$ cat src/rtl/interrupt_pkg.sv
// Shared definitions for the interrupt controller: sizes, register map and FSM states.
package interrupt_pkg;

  localparam int NUM_IRQ         = 16;
  localparam int BLACKOUT_CYCLES = 3;
  localparam int CNT_W           = 2;

  localparam logic [1:0] SEL_MASK    = 2'd0;
  localparam logic [1:0] SEL_EDGE    = 2'd1;
  localparam logic [1:0] SEL_PENDING = 2'd2;
  localparam logic [1:0] SEL_CTRL    = 2'd3;

  typedef enum logic [1:0] {
    IDLE,
    FIRE,
    BLACKOUT
  } state_t;

endpackage

$ cat src/rtl/interrupt_controller_if.sv
// CPU-side bundle of the interrupt controller: requests, pipeline status, config bus, vector outputs.
interface interrupt_controller_if;
  import interrupt_pkg::*;

  logic [NUM_IRQ-1:0] irq;
  logic               hazard;
  logic               branch_hazard;
  logic               p_cache_miss;
  logic               flow_change;
  logic               int_ret;
  logic               cfg_we;
  logic [1:0]         cfg_sel;
  logic [NUM_IRQ-1:0] cfg_wdata;
  logic [NUM_IRQ-1:0] cfg_rdata;
  logic               interrupt;
  logic [3:0]         int_addr;
  logic [NUM_IRQ-1:0] isr_active;

  modport slave (
    input  irq, hazard, branch_hazard, p_cache_miss, flow_change, int_ret,
    input  cfg_we, cfg_sel, cfg_wdata,
    output cfg_rdata, interrupt, int_addr, isr_active
  );

  modport master (
    output irq, hazard, branch_hazard, p_cache_miss, flow_change, int_ret,
    output cfg_we, cfg_sel, cfg_wdata,
    input  cfg_rdata, interrupt, int_addr, isr_active
  );

endinterface

$ cat src/rtl/irq_sync.sv
// Two-flop synchronizer for the asynchronous irq lines plus a rising-edge detector on the clean copy.
module irq_sync import interrupt_pkg::*; (
  input  logic               clk,
  input  logic               rst,
  input  logic [NUM_IRQ-1:0] irq,
  output logic [NUM_IRQ-1:0] s_irq,
  output logic [NUM_IRQ-1:0] rise
);

  logic [NUM_IRQ-1:0] meta;
  logic [NUM_IRQ-1:0] s_prev;

  // Metastability flop, synchronized value, and a delayed copy for edge detection.
  always_ff @(posedge clk or posedge rst) begin
    if (rst) begin
      meta   <= '0;
      s_irq  <= '0;
      s_prev <= '0;
    end else begin
      meta   <= irq;
      s_irq  <= meta;
      s_prev <= s_irq;
    end
  end

  assign rise = s_irq & ~s_prev;

endmodule

$ cat src/rtl/interrupt_controller.sv
// Prioritised, nestable interrupt controller that vectors the PC only when the pipeline is quiet.
module interrupt_controller (
  input  logic clk,
  input  logic rst,
  interrupt_controller_if.slave bus
);
  import interrupt_pkg::*;

  logic [NUM_IRQ-1:0] s_irq;
  logic [NUM_IRQ-1:0] rise;
  logic [NUM_IRQ-1:0] mask;
  logic [NUM_IRQ-1:0] edge_sel;
  logic [NUM_IRQ-1:0] pending;
  logic [NUM_IRQ-1:0] pending_next;
  logic [NUM_IRQ-1:0] isr_active;
  logic [NUM_IRQ-1:0] isr_next;
  logic [NUM_IRQ-1:0] candidate;
  logic [NUM_IRQ-1:0] w1c;
  logic [NUM_IRQ-1:0] addr_onehot;
  logic               gie;
  logic [4:0]         winner;
  logic [4:0]         cur_prio;
  logic               stall;
  logic               fire_ok;
  state_t             state;
  state_t             state_next;
  logic [CNT_W-1:0]   cnt;
  logic [CNT_W-1:0]   cnt_next;
  logic [3:0]         int_addr;
  logic [3:0]         addr_next;

  irq_sync u_sync (
    .clk   (clk),
    .rst   (rst),
    .irq   (bus.irq),
    .s_irq (s_irq),
    .rise  (rise)
  );

  assign candidate   = pending & mask;
  assign addr_onehot = NUM_IRQ'(1) << int_addr;
  assign w1c         = (bus.cfg_we && bus.cfg_sel == SEL_PENDING) ? bus.cfg_wdata : '0;
  assign stall       = bus.hazard | bus.branch_hazard | bus.p_cache_miss |
                       bus.flow_change | bus.int_ret;
  // A winner of 16 means "none"; it can never be below cur_prio, which tops out at 16.
  assign fire_ok     = gie && (winner < cur_prio) && !stall;

  // Winner: lowest-numbered requesting line that is also unmasked.
  always_comb begin
    winner = 5'd16;
    for (int i = NUM_IRQ - 1; i >= 0; i--) begin
      if (candidate[i]) winner = 5'(i);
    end
  end

  // Current priority: lowest in-service line, or 16 when nothing is being serviced.
  always_comb begin
    cur_prio = 5'd16;
    for (int i = NUM_IRQ - 1; i >= 0; i--) begin
      if (isr_active[i]) cur_prio = 5'(i);
    end
  end

  // Configuration registers written from the CPU bus.
  always_ff @(posedge clk or posedge rst) begin
    if (rst) begin
      mask     <= '0;
      edge_sel <= '0;
      gie      <= 1'b0;
    end else if (bus.cfg_we) begin
      case (bus.cfg_sel)
        SEL_MASK: mask     <= bus.cfg_wdata;
        SEL_EDGE: edge_sel <= bus.cfg_wdata;
        SEL_CTRL: gie      <= bus.cfg_wdata[0];
        default:  ;
      endcase
    end
  end

  // Combinational register readback.
  always_comb begin
    bus.cfg_rdata = '0;
    case (bus.cfg_sel)
      SEL_MASK:    bus.cfg_rdata = mask;
      SEL_EDGE:    bus.cfg_rdata = edge_sel;
      SEL_PENDING: bus.cfg_rdata = pending;
      SEL_CTRL:    bus.cfg_rdata = {{(NUM_IRQ-1){1'b0}}, gie};
      default:     bus.cfg_rdata = '0;
    endcase
  end

  // Edge lines latch rises (a rise beats any clear); level lines just follow the input.
  // In-service: int_ret retires the lowest bit, and leaving FIRE marks the fired line.
  always_comb begin
    pending_next = (edge_sel & ((pending & ~(w1c | ((state == FIRE) ? addr_onehot : '0))) | rise))
                 | (~edge_sel & s_irq);
    isr_next = isr_active;
    if (bus.int_ret) isr_next = isr_active & (isr_active - NUM_IRQ'(1));
    if (state == FIRE) isr_next = isr_next | addr_onehot;
  end

  // Pending and in-service bitmaps.
  always_ff @(posedge clk or posedge rst) begin
    if (rst) begin
      pending    <= '0;
      isr_active <= '0;
    end else begin
      pending    <= pending_next;
      isr_active <= isr_next;
    end
  end

  // Vectoring FSM: one-cycle FIRE, then a fixed blackout that may chain straight into the next FIRE.
  always_comb begin
    state_next = state;
    cnt_next   = cnt;
    addr_next  = int_addr;
    case (state)
      IDLE: begin
        if (fire_ok) begin
          state_next = FIRE;
          addr_next  = winner[3:0];
        end
      end
      FIRE: begin
        state_next = BLACKOUT;
        cnt_next   = CNT_W'(BLACKOUT_CYCLES - 1);
      end
      BLACKOUT: begin
        if (cnt == '0) begin
          if (fire_ok) begin
            state_next = FIRE;
            addr_next  = winner[3:0];
          end else begin
            state_next = IDLE;
          end
        end else begin
          cnt_next = cnt - CNT_W'(1);
        end
      end
      default: state_next = IDLE;
    endcase
  end

  // FSM state, blackout counter and latched vector index.
  always_ff @(posedge clk or posedge rst) begin
    if (rst) begin
      state    <= IDLE;
      cnt      <= '0;
      int_addr <= '0;
    end else begin
      state    <= state_next;
      cnt      <= cnt_next;
      int_addr <= addr_next;
    end
  end

  assign bus.interrupt  = (state == FIRE);
  assign bus.int_addr   = int_addr;
  assign bus.isr_active = isr_active;

endmodule

$ cat src/flat_wrapper.sv
// flat-port wrapper written by rule: the top's interface ports become plain ports
module interrupt_controller_flat import interrupt_pkg::*;
  (clk, rst, bus_irq, bus_hazard, bus_branch_hazard, bus_p_cache_miss, bus_flow_change, bus_int_ret, bus_cfg_we, bus_cfg_sel, bus_cfg_wdata, bus_cfg_rdata, bus_interrupt, bus_int_addr, bus_isr_active);
  interrupt_controller_if bus_i ();
  input  logic clk;
  input  logic rst;
  input wire logic [$bits(bus_i.irq)-1:0] bus_irq;
  input wire logic [$bits(bus_i.hazard)-1:0] bus_hazard;
  input wire logic [$bits(bus_i.branch_hazard)-1:0] bus_branch_hazard;
  input wire logic [$bits(bus_i.p_cache_miss)-1:0] bus_p_cache_miss;
  input wire logic [$bits(bus_i.flow_change)-1:0] bus_flow_change;
  input wire logic [$bits(bus_i.int_ret)-1:0] bus_int_ret;
  input wire logic [$bits(bus_i.cfg_we)-1:0] bus_cfg_we;
  input wire logic [$bits(bus_i.cfg_sel)-1:0] bus_cfg_sel;
  input wire logic [$bits(bus_i.cfg_wdata)-1:0] bus_cfg_wdata;
  output wire logic [$bits(bus_i.cfg_rdata)-1:0] bus_cfg_rdata;
  output wire logic [$bits(bus_i.interrupt)-1:0] bus_interrupt;
  output wire logic [$bits(bus_i.int_addr)-1:0] bus_int_addr;
  output wire logic [$bits(bus_i.isr_active)-1:0] bus_isr_active;
  assign bus_i.irq = bus_irq;
  assign bus_i.hazard = bus_hazard;
  assign bus_i.branch_hazard = bus_branch_hazard;
  assign bus_i.p_cache_miss = bus_p_cache_miss;
  assign bus_i.flow_change = bus_flow_change;
  assign bus_i.int_ret = bus_int_ret;
  assign bus_i.cfg_we = bus_cfg_we;
  assign bus_i.cfg_sel = bus_cfg_sel;
  assign bus_i.cfg_wdata = bus_cfg_wdata;
  assign bus_cfg_rdata = bus_i.cfg_rdata;
  assign bus_interrupt = bus_i.interrupt;
  assign bus_int_addr = bus_i.int_addr;
  assign bus_isr_active = bus_i.isr_active;
  interrupt_controller u_core (.clk(clk), .rst(rst), .bus(bus_i));
endmodule
$ cat config.mk
export PLATFORM = sky130hd
export DESIGN_NAME = interrupt_controller_flat
export DESIGN_NICKNAME = d
export VERILOG_FILES = /design/src/rtl/interrupt_pkg.sv /design/src/rtl/interrupt_controller_if.sv /design/src/rtl/irq_sync.sv /design/src/rtl/interrupt_controller.sv /design/src/flat_wrapper.sv
export SDC_FILE = /design/constraint.sdc
export NUM_CORES = 1
export LEC_CHECK = 0
export BUFFER_PORTS_ARGS = -buffer_cell sky130_fd_sc_hd__buf_2
export CAP_MARGIN = 25
export CORE_MARGIN = 8
export CORE_UTILIZATION = 29
export CTS_BUF_LIST = sky130_fd_sc_hd__clkbuf_4
export DETAILED_ROUTE_END_ITERATION = 6
export GPL_ROUTABILITY_DRIVEN = 0
export GPL_TIMING_DRIVEN = 0
export PLACE_DENSITY_LB_ADDON = 0.08
export SKIP_CTS_REPAIR_TIMING = 1
export SLEW_MARGIN = 25
export SYNTH_ARGS = -nofsm -noshare
export SYNTH_HDL_FRONTEND = slang
export SYNTH_HIERARCHICAL = 1
export SYNTH_SLANG_ARGS = --single-unit
$ cat constraint.sdc
create_clock -name clk -period 2.6 [get_ports clk]
set_clock_uncertainty 0.2 [all_clocks]
set_input_delay 0.52 -clock clk [delete_from_list [all_inputs] [get_ports clk]]
set_output_delay 0.52 -clock clk [all_outputs]
set_load 0.005 [all_outputs]
# Word level (Yosys, flattened, before mapping)
# Cells that the tools add are included.
[word_totals]
input_bits = 42
ff_bits = 121
wordCells = 101
out_inout_bits = 37
[op_classes]
reduce_logical = 15
addsub = 2
bitwise_logic = 17
muxes = 46
n_shift = 1
order_cmp = 1
n_eq_ne = 8
[ops]
columns = ["operator", "n"]
rows = [
  ["$mux 5", 32],
  ["$and 16x16->16", 6],
  ["$mux 16", 4],
  ["$or 16x16->16", 4],
  ["$pmux 16 s4", 1],
  ["$not 16->16", 3],
  ["$shl 1x4->16 const A", 1],
  ["$sub 16x1->16 const B", 1],
  ["$reduce_and 2->1", 6],
  ["$mux 4", 2],
  ["$pmux 4 s2", 1],
  ["$eq 2x2->1 const B", 3],
  ["$logic_not 2->1", 3],
  ["$mux 2", 3],
  ["$pmux 2 s3", 1],
  ["$lt 5x5->1", 1],
  ["$eq 2x1->1 const B", 2],
  ["$ne 2x1->1 const B", 2],
  ["$or 1x1->1", 4],
  ["$pmux 2 s2", 1],
  ["$reduce_bool 2->1", 2],
  ["$logic_and 1x1->1", 3],
  ["$ne 2x2->1 const B", 1],
  ["$sub 2x1->2 const B", 1],
  ["other kinds (2)", 2],
]

# Depth between registers and ports, before layout
# Gate-level depths: netlist of the first run.
[depth]
ltp_word = 23
depth_mapped = 11
mapped_depth_nobuf = 11

# Cells and area by module
# Netlist of the first run, hierarchy kept.
[modules_own_cells]
columns = ["mod", "cells_per_inst", "seq_area_each_um2", "instances", "area_per_inst_um2"]
rows = [
  ["interrupt_controller", 406, 1826.8, 1, 3900.0],
  ["irq_sync", 65, 1201.2, 1, 1425.1],
]

# Worst setup path before layout of the first run
# Ideal clock, no wire load.
[synth_timing]
path_type = "reg-to-reg"
startpoint = "register u_core.isr_active[10], in the netlist u_core/bus.isr_active[10]"
endpoint = "register u_core.int_addr[0], in the netlist u_core/bus.int_addr[0]"
setup_slack_ns = -0.072
synth_period_minus_slack_ns = 2.672
stages_incl_launch_ff = 10
arrival_time_ns = 2.341
t_required_ns = 2.269
cell_sequence = "dfrtp_1 -> nor4_1 -> inv_1 -> o21ai_0 -> nand3_1 -> ha_1 -> a21o_1 -> a31oi_2 -> a21oi_1 -> or3_1"
[synth_between]
elab_chain_len = 17
[synth_lines]
columns = ["element", "line", "source"]
rows = [
  ["start, declared", "interrupt_controller.sv:15", "logic [NUM_IRQ-1:0] isr_active;"],
  ["start signal, assigned", "interrupt_controller.sv:109", "isr_active <= isr_next;"],
  ["$mux 5 (*) (11 in a row)", "interrupt_controller.sv:60", "if (isr_active[i]) cur_prio = 5'(i);"],
  ["$lt 5x5->1 (*)", "interrupt_controller.sv:46", "assign fire_ok = gie && (winner < cur_prio) && !stall;"],
  ["$logic_and 1x1->1 (*) (2 in a row)", "interrupt_controller.sv:46", ""],
  ["$mux 4 (*)", "--", ""],
  ["$mux 4", "--", ""],
  ["$pmux 4 s2 (*)", "--", ""],
  ["end signal, assigned", "interrupt_controller.sv:154", "int_addr <= addr_next;"],
  ["end, declared", "interrupt_controller.sv:29", "logic [3:0] int_addr;"],
]
# Mark *: on every way between the ends. The rest lies on a longest branch, timed or not. The select of a mux whose other input is x is not followed.
# A chain may end at the register's enable or synchronous reset.

# Final worst setup path of the first run
[layout_timing]
startpoint = "register u_core.isr_active[4], in the netlist u_core/bus.isr_active[4]"
endpoint = "register u_core.int_addr[1], in the netlist u_core/bus.int_addr[1]"
[layout_between]
elab_chain_len = 11
[layout_lines]
columns = ["element", "line"]
rows = [
  ["$mux 5 (*) (5 in a row)", "interrupt_controller.sv:60"],
  ["$lt 5x5->1 (*)", "interrupt_controller.sv:46"],
  ["$logic_and 1x1->1 (*) (2 in a row)", "interrupt_controller.sv:46"],
  ["$mux 4 (*)", "--"],
  ["$mux 4", "--"],
  ["$pmux 4 s2 (*)", "--"],
]
# Marked as above.

==> results of run 1 <==
==> registers in the layout (all words and copies together), names as in the netlist <==
signal                 flops
u_core/gie                 1
u_core/state               2
u_core/mask               16
u_core/u_sync/s_irq       16
u_core/edge_sel           16
u_core/cnt                 2
u_core/pending            16
u_core/bus.int_addr        4
u_core/bus.isr_active     16
u_core/u_sync/s_prev      16
u_core/u_sync/meta        16
==> layout by cell type, fill, tap and decap left out, types with 2 or more instances in the layout <==
master         count
a21o_1             2
a21oi_1           22
a21oi_2            3
a22oi_2            4
a31oi_1           17
and3_4             2
buf_2             84
buf_4             14
bufinv_16          3
clkbuf_1           2
clkbuf_4          21
clkinv_1           2
clkinv_2           5
dfrtp_1          112
dfrtp_2            9
diode_2            3
dlygate4sd3_1     18
ha_1               4
inv_1             12
inv_4              2
mux2_2            33
mux2_4             3
mux2i_1           16
nand2_1           83
nand3_1           12
nor2_1            30
nor2b_1            4
nor2b_4           16
nor3_1             2
nor3b_2            2
nor4_2             2
nor4_4             3
o21ai_0           24
o31ai_1            4
==> area by class of cell <==
type | count | area share (%)
Sequential cell | 121 | 44.7
Multi-Input combinational cell | 325 | 34.9
Timing Repair Buffer | 110 | 10.2
Tap cell | 229 | 4.22
Clock buffer | 20 | 2.21
Clock inverter | 11 | 1.92
Inverter | 15 | 0.903
Buffer | 10 | 0.774
Antenna cell | 3 | 0.111
==> kinds of logic (layout without fill, tap and decap cells) <==
logic type               Yosys count  count (layout)
other                              0               3
adder cells (fa/ha/maj)            5               5
AND/OR/NAND/NOR                  173             173
flip-flops                       121             121
buffers and inverters             25             166
multiplexers                      53              53
AO/OA/AOI/OAI                     94              94
==> per-layer routing <==
metal / wire, um / track usage [%] / vias up
li1: - / - / 1934
met1: 6980 / 17.5 / 2009
met2: 6790 / 20.2 / 82
met3: 804 / 3.77 / 12
met4: 182 / 5.24 / 0
met5: 0 / 0 / -
==> worst max-delay path, cell delays in order (launching register included) <==
cell and delay (ns):
dfrtp_2 0.47, nor4_4 0.34, and3_4 0.24, nand3_1 0.12, ha_4 0.31, buf_4 0.12
nand4_1 0.13, buf_4 0.18, o211ai_4 0.25, mux2_4 0.32
==> path summary, 6_finish.rpt <==
kind                                               startpoint                                  to  cells after the start
max                        u_core/bus.isr_active[4]$_DFF_PP0_  u_core/bus.int_addr[1]$_DFFE_PP0P_                      9
min                                         bus_cfg_wdata[10]         u_core/mask[10]$_DFFE_PP0P_                      2
max reg2reg                u_core/bus.isr_active[4]$_DFF_PP0_  u_core/bus.int_addr[1]$_DFFE_PP0P_                      9
min reg2reg                  u_core/u_sync/meta[15]$_DFF_PP0_   u_core/u_sync/s_irq[15]$_DFF_PP0_                      0
max in group asynchronous                                 rst  u_core/bus.isr_active[4]$_DFF_PP0_                      4
min in group asynchronous                                 rst        u_core/pending[14]$_DFF_PP0_                      3
==> per-stage QoR <==
stage	setup slack, ns	cell area [sq um]	utilization (%)	setup TNS [ns]	std cells
after floorplan	0.0167	5340	-	0	471
final	-0.179	6790	37.8	-0.643	844
after global placement	-1.19	6010	33.5	-92.50	778
after CTS	-0.478	6330	35.2	-2.98	810
after global routing	-0.295	6790	37.8	-1.16	843
after detailed placement	-0.456	6050	33.7	-2.77	779
==> where the power goes <==
part / switching, mW / total [mW] / internal, mW
Combinational: 0.464 / 0.938 / 0.474
Clock: 0.690 / 1.37 / 0.679
Sequential: 0.232 / 2.33 / 2.10
Total: 1.39 / 4.64 / 3.25
==> flow_summary.json, run 1 <==
{
  "clock-sinks": 121,
  "synth_edf_count": 0,
  "syn-num-nets": 518,
  "cap_violations": 0,
  "grt_pass1_wl_um": 22600,
  "dr.pass1.iters": 4,
  "hold_class": "primary input to flip-flop",
  "cp.required_ns": 2.81,
  "vias_per_cell": 4.78,
  "async_flop_share_pct": 100,
  "ys_ff_latch": 121,
  "drt_wl_total_um": 14800,
  "core_sq_um": 18000,
  "ys_top_cells_by_count": "dfrtp_1, nand2_1, mux2_2",
  "worstSkewPairLatency_ns": 0.54,
  "netlist_instances": 471,
  "die_area_sq_um": 23000,
  "antenna_found_initial": 1,
  "reg2reg_slack_ns": -0.18,
  "synthSimpleGateAreaFrac_pct": 17.3,
  "cts_root_buffer": "clkbuf_4",
  "overflow": 0,
  "cts_buffer_depth": 2,
  "synth_xor_area_share_pct": 0,
  "setup_viol": 4,
  "ys_warn_count": 6,
  "htreeDepth": 4,
  "fill_cells": 1821,
  "final_net_count": 647,
  "wl_per_cell_um": 17.5,
  "cts_inserted_buffers": 17,
  "die_w_um": 152,
  "drive_gt1_share_pct": 36.9,
  "io_pins": 79,
  "netlist.area_leader.share_pct": 56.9,
  "grt_use_total_pct": 13.3,
  "endpoint_kind": "flip-flop",
  "slew_viol_final": 0,
  "grt_max_degree": 49,
  "route.vias.total": 4037,
  "ys_seq_area_share_pct": 56.9,
  "worstSetupStartpointType": "flip-flop",
  "p_total_mw": 4.64,
  "synth-compound-area-share_pct": 11.7,
  "dp_hpwl_um": 10800,
  "whs_ns": 0.0476,
  "yosysMostFrequentCell": "dfrtp_1",
  "drc": 0,
  "synth.area.top_cells": "dfrtp_1, mux2_2, nand2_1",
  "status": "finished with violations",
  "synth_top_family_by_area": "simple AND/OR/NAND/NOR gates",
  "synth_area_leader_cell": "dfrtp_1",
  "violations": "setup timing",
  "tritoncts": "built",
  "max_clock_freq_ghz": 0.360,
  "finalWorstSetupSlack_ns": -0.179,
  "initialDrtViolationCount": 174,
  "syn_avg_cell_area_sq_um": 11.3,
  "initial_utilization_pct": 29.6,
  "yosys.area_share.adder_pct": 1.17,
  "power.density_nw_per_um2": 683,
  "fin_crit_ns": 2.78,
  "register_area_sq_um": 3040,
  "multiInputGateArea_sq_um": 2370,
  "grt_pass1_vias": 4058,
  "hold_violations": 0,
  "io_buffer_count": 78,
  "worstSetupPathType": "flip-flop to flip-flop",
  "ys_types": 51,
  "ir_drop_mv": 0.283,
  "p_leak_nw": 3.18,
  "cts.clk_slew.worst_paths_ns": 0.11,
  "rsz0062_at_grt": "yes",
  "worst_pin_slew_ns": 0.637,
  "die_h_um": 152,
  "relSlewSlack_pct": 57.5,
  "crit_arrival_ns": 2.99,
  "synth_ff_type": "dfrtp_1",
  "synthMuxAreaShare_pct": 11.0,
  "period_share_pct": 107,
  "areaGrowthSynthToFinish_pct": 27.6,
  "num_rows": 49,
  "critPathMaxFanout": 5,
  "drtAntennaViolNets": 0,
  "syn_area_sq_um": 5330
}
Note: power is estimated with default switching activity, not from simulation.
==> inputs of run 2 (changes only) <==
--- a/config.mk
+++ b/config.mk
@@ -8,12 +8,12 @@
 export BUFFER_PORTS_ARGS = -buffer_cell sky130_fd_sc_hd__buf_2
 export CAP_MARGIN = 25
 export CORE_MARGIN = 8
-export CORE_UTILIZATION = 29
-export CTS_BUF_LIST = sky130_fd_sc_hd__clkbuf_4
+export CORE_UTILIZATION = 51
 export DETAILED_ROUTE_END_ITERATION = 6
 export GPL_ROUTABILITY_DRIVEN = 0
 export GPL_TIMING_DRIVEN = 0
 export PLACE_DENSITY_LB_ADDON = 0.08
+export RECOVER_POWER = 25
 export SKIP_CTS_REPAIR_TIMING = 1
 export SLEW_MARGIN = 25
 export SYNTH_ARGS = -nofsm -noshare
==> run 2 against run 1 <==
- the run still ends with setup timing left
- routed wire length down 8.6%
- die area is 39% lower
- highest routed layer unchanged
- maximum frequency decreased by 1.6%
- cell area increased by 2.6%
- first-iteration DRC count rose by 73%
- sequential share of layout area is 1.2 points lower
- combinational power down 2%
- core utilization rose by 30 points
- sequential power about the same
- sequential cell count unchanged
==> flow_summary.json, run 2 (synthesis results as in run 1) <==
{
  "critPathMaxFanout": 7,
  "violations": "setup timing",
  "grt_pass1_vias": 4085,
  "final_common_cell": "dfrtp_1",
  "io_buffer_count": 78,
  "cts_root_buffer": "clkbuf_8",
  "vias_per_cell": 5.50,
  "die_h_um": 118,
  "initialDrtViolationCount": 301,
  "utilization_pct": 68.1,
  "grt_use_total_pct": 19.2,
  "htreeDepth": 4,
  "crit_arrival_ns": 3.02,
  "antenna_found_initial": 0,
  "die_area_sq_um": 14000,
  "tns_ns": -0.848,
  "dr.pass1.iters": 5,
  "p_leak_nw": 3.34,
  "ir_drop_mv": 0.539,
  "max_clock_freq_ghz": 0.354,
  "fill_cells": 759,
  "place_ws_ns": -0.354,
  "relSlewSlack_pct": 34.4,
  "cts.clk_slew.worst_paths_ns": 0.06,
  "drc": 0,
  "rsz0062_at_grt": "yes",
  "final_net_count": 643,
  "layout_common_cells": "dfrtp_1, buf_2, nand2_1",
  "cts_buffer_depth": 2,
  "areaGrowthSynthToFinish_pct": 30.9,
  "dpl.cell_count": 687,
  "worstSetupStartpointType": "flip-flop",
  "worstSkewPairLatency_ns": 0.52,
  "wl_per_cell_um": 18.1,
  "io_pins": 79,
  "die_w_um": 118,
  "drive_gt1_share_pct": 35.1,
  "cts_inserted_buffers": 17,
  "hold_class": "primary input to flip-flop",
  "drtAntennaViolNets": 0,
  "dp_hpwl_um": 9500,
  "worstSetupPathType": "flip-flop to flip-flop",
  "p_total_mw": 5.79,
  "fin_crit_ns": 2.83,
  "cp.required_ns": 2.79,
  "diodes": 0,
  "final_area_sq_um": 6970,
  "period_share_pct": 109,
  "stdcell_count": 745,
  "setup_viol": 5,
  "place_area_sq_um": 5940,
  "slew_viol_final": 0,
  "finalWorstSetupSlack_ns": -0.225,
  "cap_violations": 0,
  "hold_violations": 0,
  "grt_pass1_wl_um": 21000,
  "overflow": 0,
  "tritoncts": "built",
  "worst_pin_slew_ns": 0.982,
  "core_sq_um": 10200,
  "whs_ns": 0.0329,
  "initial_utilization_pct": 52.0,
  "endpoint_kind": "flip-flop",
  "route.vias.total": 4096,
  "power.density_nw_per_um2": 831,
  "num_rows": 37,
  "reg2reg_slack_ns": -0.23,
  "grt_max_degree": 43,
  "status": "finished with violations",
  "clock-sinks": 121,
  "drt_wl_total_um": 13500
}
==> run 2: where the power goes <==
| part | internal [mW] | leakage, nW | switching [mW] |
|---|---|---|---|
| Sequential | 2.10 | 1.44 | 0.238 |
| Clock | 1.70 | 0.312 | 0.821 |
| Combinational | 0.465 | 1.58 | 0.457 |
| Total | 4.27 | 3.34 | 1.52 |
==> run 2: layout make-up <==
type | instances | area [sq um] | area share [%]
Multi-Input combinational cell | 325 | 2350 | 33.7
Clock inverter | 11 | 194 | 2.78
Timing Repair Buffer | 106 | 667 | 9.57
Inverter | 15 | 56.3 | 0.808
Clock buffer | 21 | 449 | 6.45
Sequential cell | 121 | 3030 | 43.5
Buffer | 10 | 47.5 | 0.682
Tap cell | 136 | 170 | 2.44
==> run 2: worst paths after layout <==
path	cells past startpoint	to	from
max	9	u_core/bus.int_addr[0]$_DFFE_PP0P_	u_core/bus.isr_active[4]$_DFF_PP0_
min	2	u_core/bus.isr_active[0]$_DFF_PP0_	bus_int_ret
max reg2reg	9	u_core/bus.int_addr[0]$_DFFE_PP0P_	u_core/bus.isr_active[4]$_DFF_PP0_
min reg2reg	0	u_core/u_sync/s_irq[0]$_DFF_PP0_	u_core/u_sync/meta[0]$_DFF_PP0_
max in group asynchronous	4	u_core/bus.isr_active[11]$_DFF_PP0_	rst
min in group asynchronous	3	u_core/u_sync/meta[10]$_DFF_PP0_	rst
==> run 2: worst max-delay path, stage by stage, from the launching register on <==
cell     delay, ns
dfrtp_2       0.46
nor4_4        0.36
and3_4        0.26
nand3_2       0.10
ha_4          0.20
nor4_4        0.30
nand3_2       0.12
a31oi_4       0.22
a21oi_1       0.11
or3_1         0.37
==> run 2: routing by layer <==
| metal | share of wire (%) | vias to the layer above | GRT usage (%) |
|---|---|---|---|
| met5 | 0 | - | 0 |
| met4 | 1.5 | 0 | 8.33 |
| met3 | 6.3 | 19 | 5.66 |
| met2 | 48 | 130 | 29.6 |
| met1 | 44 | 2026 | 24.6 |
| li1 | - | 1921 | - |
